`src/rtl/dco_code_ctrl.sv`:
```
// dco_code_ctrl: target-code handshake, slew-limited ramp of the varactor control word, optional
//   fractional dither (compile with DCO_DITHER_EN to enable the accumulator/pointer/con_perb path).
// Latency: acceptance at edge k -> busy after k, first code step after k+1; all outputs registered.
// Backpressure: tgt_ready only in IDLE with hold low; tgt_valid must be held until accepted.
module dco_code_ctrl #(
  parameter int STEP       = 1,
  parameter int RESET_CODE = 144
) (
  input  logic       ref_clk,
  input  logic       rstb,
  input  logic [8:0] tgt_code,
  input  logic [3:0] tgt_frac,
  input  logic       tgt_valid,
  output logic       tgt_ready,
  input  logic       hold,
  output logic       busy,
  output logic [7:0] delay_con_msb,
  output logic [4:0] delay_con_lsb,
  output logic [3:0] con_perb
);

  localparam logic [8:0] MAX_CODE = 9'd287;
  localparam logic [8:0] RST_CODE = 9'(RESET_CODE);
  localparam logic [9:0] STEP_W   = 10'(STEP);

  typedef enum logic {IDLE = 1'b0, RAMP = 1'b1} state_t;

  state_t      r_state;
  logic [8:0]  r_cur;
  logic [8:0]  r_tgt;
  logic        r_busy;
  logic [7:0]  r_msb;
  logic [4:0]  r_lsb;

  logic [8:0]        w_tgt_clamp;
  logic signed [9:0] w_diff;
  logic [9:0]        w_abs;
  logic [9:0]        w_step;
  logic [9:0]        w_ramp;
  logic [8:0]        w_cur_nxt;

  // Thermometer MSB word: cur/32 ones filled from bit 0 upward (0..8 ones).
  function automatic logic [7:0] f_therm(input logic [8:0] c);
    logic [8:0] t;
    t = (9'd1 << c[8:5]) - 9'd1;
    return t[7:0];
  endfunction

  assign w_tgt_clamp = (tgt_code > MAX_CODE) ? MAX_CODE : tgt_code;
  assign tgt_ready   = (r_state == IDLE) && !hold;

  // Slew-limited next code: move toward tgt by min(STEP, |tgt-cur|), never past it.
  always_comb begin
    w_diff    = $signed({1'b0, r_tgt}) - $signed({1'b0, r_cur});
    w_abs     = w_diff[9] ? 10'(-w_diff) : 10'(w_diff);
    w_step    = (w_abs < STEP_W) ? w_abs : STEP_W;
    w_ramp    = w_diff[9] ? ({1'b0, r_cur} - w_step) : ({1'b0, r_cur} + w_step);
    w_cur_nxt = r_cur;
    if (!hold && (r_state == RAMP)) begin
      w_cur_nxt = w_ramp[8:0];
    end
  end

  // Control FSM with registered code outputs; hold freezes everything.
  always_ff @(posedge ref_clk or negedge rstb) begin
    if (!rstb) begin
      r_state <= IDLE;
      r_cur   <= RST_CODE;
      r_tgt   <= RST_CODE;
      r_busy  <= 1'b0;
      r_msb   <= f_therm(RST_CODE);
      r_lsb   <= RST_CODE[4:0];
    end else if (!hold) begin
      case (r_state)
        IDLE: begin
          if (tgt_valid) begin
            r_tgt <= w_tgt_clamp;
            if (w_tgt_clamp != r_cur) begin
              r_state <= RAMP;
              r_busy  <= 1'b1;
            end
          end
        end
        RAMP: begin
          r_cur <= w_cur_nxt;
          r_msb <= f_therm(w_cur_nxt);
          r_lsb <= w_cur_nxt[4:0];
          if (w_cur_nxt == r_tgt) begin
            r_state <= IDLE;
            r_busy  <= 1'b0;
          end
        end
        default: begin
          r_state <= IDLE;
          r_busy  <= 1'b0;
        end
      endcase
    end
  end

  assign busy          = r_busy;
  assign delay_con_msb = r_msb;
  assign delay_con_lsb = r_lsb;

`ifdef DCO_DITHER_EN
  logic [3:0] r_frac;
  logic [3:0] r_acc;
  logic [1:0] r_ptr;
  logic [3:0] r_perb;
  logic [4:0] w_sum;

  assign w_sum = {1'b0, r_acc} + {1'b0, r_frac};

  // First-order fractional accumulator; each carry pulses one rotating perturbation unit.
  always_ff @(posedge ref_clk or negedge rstb) begin
    if (!rstb) begin
      r_frac <= 4'd0;
      r_acc  <= 4'd0;
      r_ptr  <= 2'd0;
      r_perb <= 4'd0;
    end else if (!hold) begin
      if (r_state == IDLE) begin
        r_acc <= w_sum[3:0];
        if (w_sum[4]) begin
          r_perb <= 4'b0001 << r_ptr;
          r_ptr  <= r_ptr + 2'd1;
        end else begin
          r_perb <= 4'd0;
        end
        if (tgt_valid) begin
          r_frac <= tgt_frac;
        end
      end else begin
        r_perb <= 4'd0;
      end
    end
  end

  assign con_perb = r_perb;
`else
  logic w_unused_frac;
  assign w_unused_frac = ^tgt_frac;
  assign con_perb      = 4'd0;
`endif

endmodule

```
`config.mk`:
```
export PLATFORM = sky130hd
export DESIGN_NAME = dco_code_ctrl
export DESIGN_NICKNAME = d
export VERILOG_FILES = /design/src/rtl/dco_code_ctrl.sv
export SDC_FILE = /design/constraint.sdc
export NUM_CORES = 1
export LEC_CHECK = 0
export ABC_AREA = 1
export BUFFER_PORTS_ARGS = -buffer_cell sky130_fd_sc_hd__buf_2
export CAP_MARGIN = 20
export CORE_MARGIN = 3
export CORE_UTILIZATION = 53
export DETAILED_ROUTE_END_ITERATION = 6
export HOLD_SLACK_MARGIN = 0.08
export PLACE_DENSITY_LB_ADDON = 0.08
export SLEW_MARGIN = 20
export SYNTH_ARGS = -nofsm -noshare
export SYNTH_HDL_FRONTEND = slang
export SYNTH_SLANG_ARGS = --single-unit
```
`constraint.sdc`:
```
create_clock -name ref_clk -period 4.4 [get_ports ref_clk]
set_clock_uncertainty 0.05 [all_clocks]
set_input_delay 0.66 -clock ref_clk [delete_from_list [all_inputs] [get_ports ref_clk]]
set_output_delay 0.66 -clock ref_clk [all_outputs]
set_load 0.01 [all_outputs]
```
==> metrics.txt <==
Ports=36; fraction of layout cells with a size suffix above 1=0.4291; worst endpoint required time=around 4.5 ns; number of routed nets with antenna violations=0; Post-Syn Instances=420; final core utilization=0.7795; failing checks=negative setup slack; post-layout instance area=between 0.004 and 0.005 mm²; PortBufs=27; # rows=26; DIE WIDTH=79.27 µm; CTS tree=done; slowest stage delay, CP=0.40 ns; synth unique cells=45; initial DRC count=119; Initial Util=0.5536; RSZ-0062 raised after global routing=yes; Highest Clock Rate=219.6 MHz; Routed WL per cell=between 10 and 15 µm; Final Wtd Congestion=0.8813; final hold vios=0; CP Max Fanout=4; Simple-Gate Fraction of Synth Area=0.3584; Max Cap Viol=0; hold crit path type=input port to async pin; R2R setup slack=-0.15 ns; min Tclk post-route=4.553 ns; critical path startpoint category=flip-flop; CP Launch Point=r_cur[0]; Clock Path Buffers=2; clk slew on worst S/H paths=0.10 ns; DR DRC count=0; number of CTS-inserted buffers=3; status=complete, but fails checks; vias=2968; compound-cell area share of the yosys netlist=0.1099; hold-fix buffers at CTS=0; total global routing overflow=0; CP arrival=~4.7 ns; die height=79.27 µm; largest family of logic cells by synthesized area=simple AND/OR/NAND/NOR gates; r2r endpoint=delay_con_msb[6]; Post-DP Area=0.003455 mm²; sequential area share after synthesis=0.2498; CP top delay family=simple AND/OR/NAND/NOR gates; Final Non-Filler Cells=585; Post-synth EDFFs=0; root buffer cell=clkbuf_8; Final period util=1.035; Slew @ Worst Pin=about 0.66 ns; Syn Area/Cell=around 6.8 µm²; Final setup viols=5; drt first pass iters=4; initial antenna violation count=0; setup ws final=-0.1530 ns; vias in the first global route=2801; drt total wl=7999 µm; adder-cell share of the synthesized area=0.1020; worst slack, placed=-0.3140 ns; Crit Path Class=flip-flop to flip-flop; CP Capture Type=flip-flop; CTS sink count=28; Synth Warn #=0; P&R area growth vs syn=40.81%; FF-to-FF Start=r_cur[0]; DIE AREA=0.006284 mm²; GRT Overall Usage=0.2545; pins over their slew limit=0; worst rel slew slack=0.5596; vias per cell=5.074; htree depth=1; last element of the critical path=delay_con_msb[6]; ys async rst share=1.000; XOR/XNOR Fraction of Synth Area=0.04310; post-synthesis mux area share=0; WP depth=33; Cell Count Post-Placement=568; Core Box Area=0.005140 mm²; top_reg_cell synth=dfrtp_1; Final Net Count=555; ant diodes=0; pin count of the biggest net entering global routing=29; global-route wire length before repair=12830 µm; Reg2Reg Depth=33; cell area after synthesis=0.002845 mm²; FF+latch count, synth=28; worst path bufs/invs=6; Worst-Skew Late Latency=between 0.2 and 0.3 ns; HPWL Detailed=5699 µm; slowest CP cell=dfrtp_1
==> placed cells by master (no fill, tap or decap), drive strengths merged <==
master / Yosys / final
a211oi: 1 / 1
a21boi: 1 / 1
a21oi: 18 / 18
a31oi: 4 / 4
and2: 2 / 2
buf: 11 / 102
bufinv: 0 / 1
clkbuf: 3 / 3
conb: 2 / 5
dfrtp: 20 / 20
dfstp: 8 / 8
fa: 2 / 2
ha: 20 / 20
inv: 74 / 74
nand2: 133 / 133
nand3: 32 / 32
nand3b: 2 / 2
nand4: 8 / 8
nor2: 27 / 27
nor3: 3 / 3
nor4: 1 / 1
o2111ai: 1 / 1
o211ai: 1 / 1
o21a: 1 / 1
o21ai: 23 / 23
o22ai: 4 / 4
or2: 4 / 4
xnor2: 3 / 3
xor2: 11 / 11
==> cell type report <==
cell class	count	area [µm²]
Clock buffer	3	41.29
Clock inverter	1	30.03
Fill cell	388	1134
Inverter	74	280.3
Multi-Input combinational cell	307	2135
Sequential cell	28	711.9
Tap cell	70	87.58
Timing Repair Buffer	102	720.7
==> cell families (layout without fill, tap and decap cells) <==
logic type	after synthesis	count (layout)
other cells	2	5
xor+xnor	14	14
compound gates	54	54
buf+inv	88	180
simple gates	212	212
fa+ha+maj	22	22
flops	28	28
==> worst reg2reg max path, delay by kind of cell, from the launching register on <==
kind                       cells  cell delay, ns
AOI/OAI and AO/OA              3            0.44
xor gates and xnor gates       1            0.14
adders and majority gates      5            1.34
buffers and inverters          6            0.39
DFF                            1            0.40
and+or+nand+nor               18            1.72
==> how the worst min path moves through the flow <==
| stage | start | end | slack, ns | cells after the start |
|---|---|---|---|---|
| after floorplan | rstb | busy | 0.31 | 0 |
| after global placement | delay_con_msb[0] | delay_con_msb[0] | 0.41 | 2 |
| after detailed placement | delay_con_msb[0] | delay_con_msb[0] | 0.41 | 2 |
| after CTS | rstb | delay_con_msb[5] | 0.37 | 1 |
| after global routing | rstb | delay_con_msb[5] | 0.37 | 1 |
| final | rstb | delay_con_msb[5] | 0.35 | 1 |
==> synthesized netlist by cell type, types with 4 or more instances <==
cell type	count	area (µm²)
nand3_1	26	130.1
nor2_1	20	75.07
nor2_2	4	25.02
inv_1	69	259.0
dfrtp_1	20	500.5
xor2_1	11	96.34
nand4_1	7	43.79
nand2_2	6	37.54
o22ai_1	4	25.02
nand3_2	6	60.06
o21ai_1	6	30.03
nand2_1	123	461.7
buf_4	10	75.07
ha_1	20	250.2
o21ai_0	15	75.07
a21oi_1	15	75.07
nand2_4	4	45.04
dfstp_2	8	210.2
inv_2	4	15.01
a31oi_1	4	25.02
==> repair_timing <==
action | CTS | global route
pin swaps | 17 | 33
buffers inserted | 10 | 6
resized for setup | 33 | 58
endpoints found under the setup margin | 6 | 9
==> registers in the layout (all words and copies together) (netlist names) <==
signal and flops:
r_state 1, r_tgt 9, delay_con_msb 8, r_cur 9, busy 1
==> through the flow <==
stage | setup TNS, ns | hold slack, ns
finish | -0.6155 | 0.3477
global route | -2.528 | 0.3659
CTS | -0.01049 | 0.3694
detailed placement | -1.288 | 0.4060
global placement | -0.7348 | 0.4059
floorplan | 0 | 0.3144
==> per-layer routing <==
layer | GRT usage | wire length, µm
met1 | 0.3649 | 3848
met2 | 0.4234 | 3816
met3 | 0.01587 | 272
met5 | 0 | 0
met4 | 0.05326 | 62
Power is left out: the tool's default activity adds up to more than one toggle a clock period on the data nets, which glitch-free logic cannot reach.
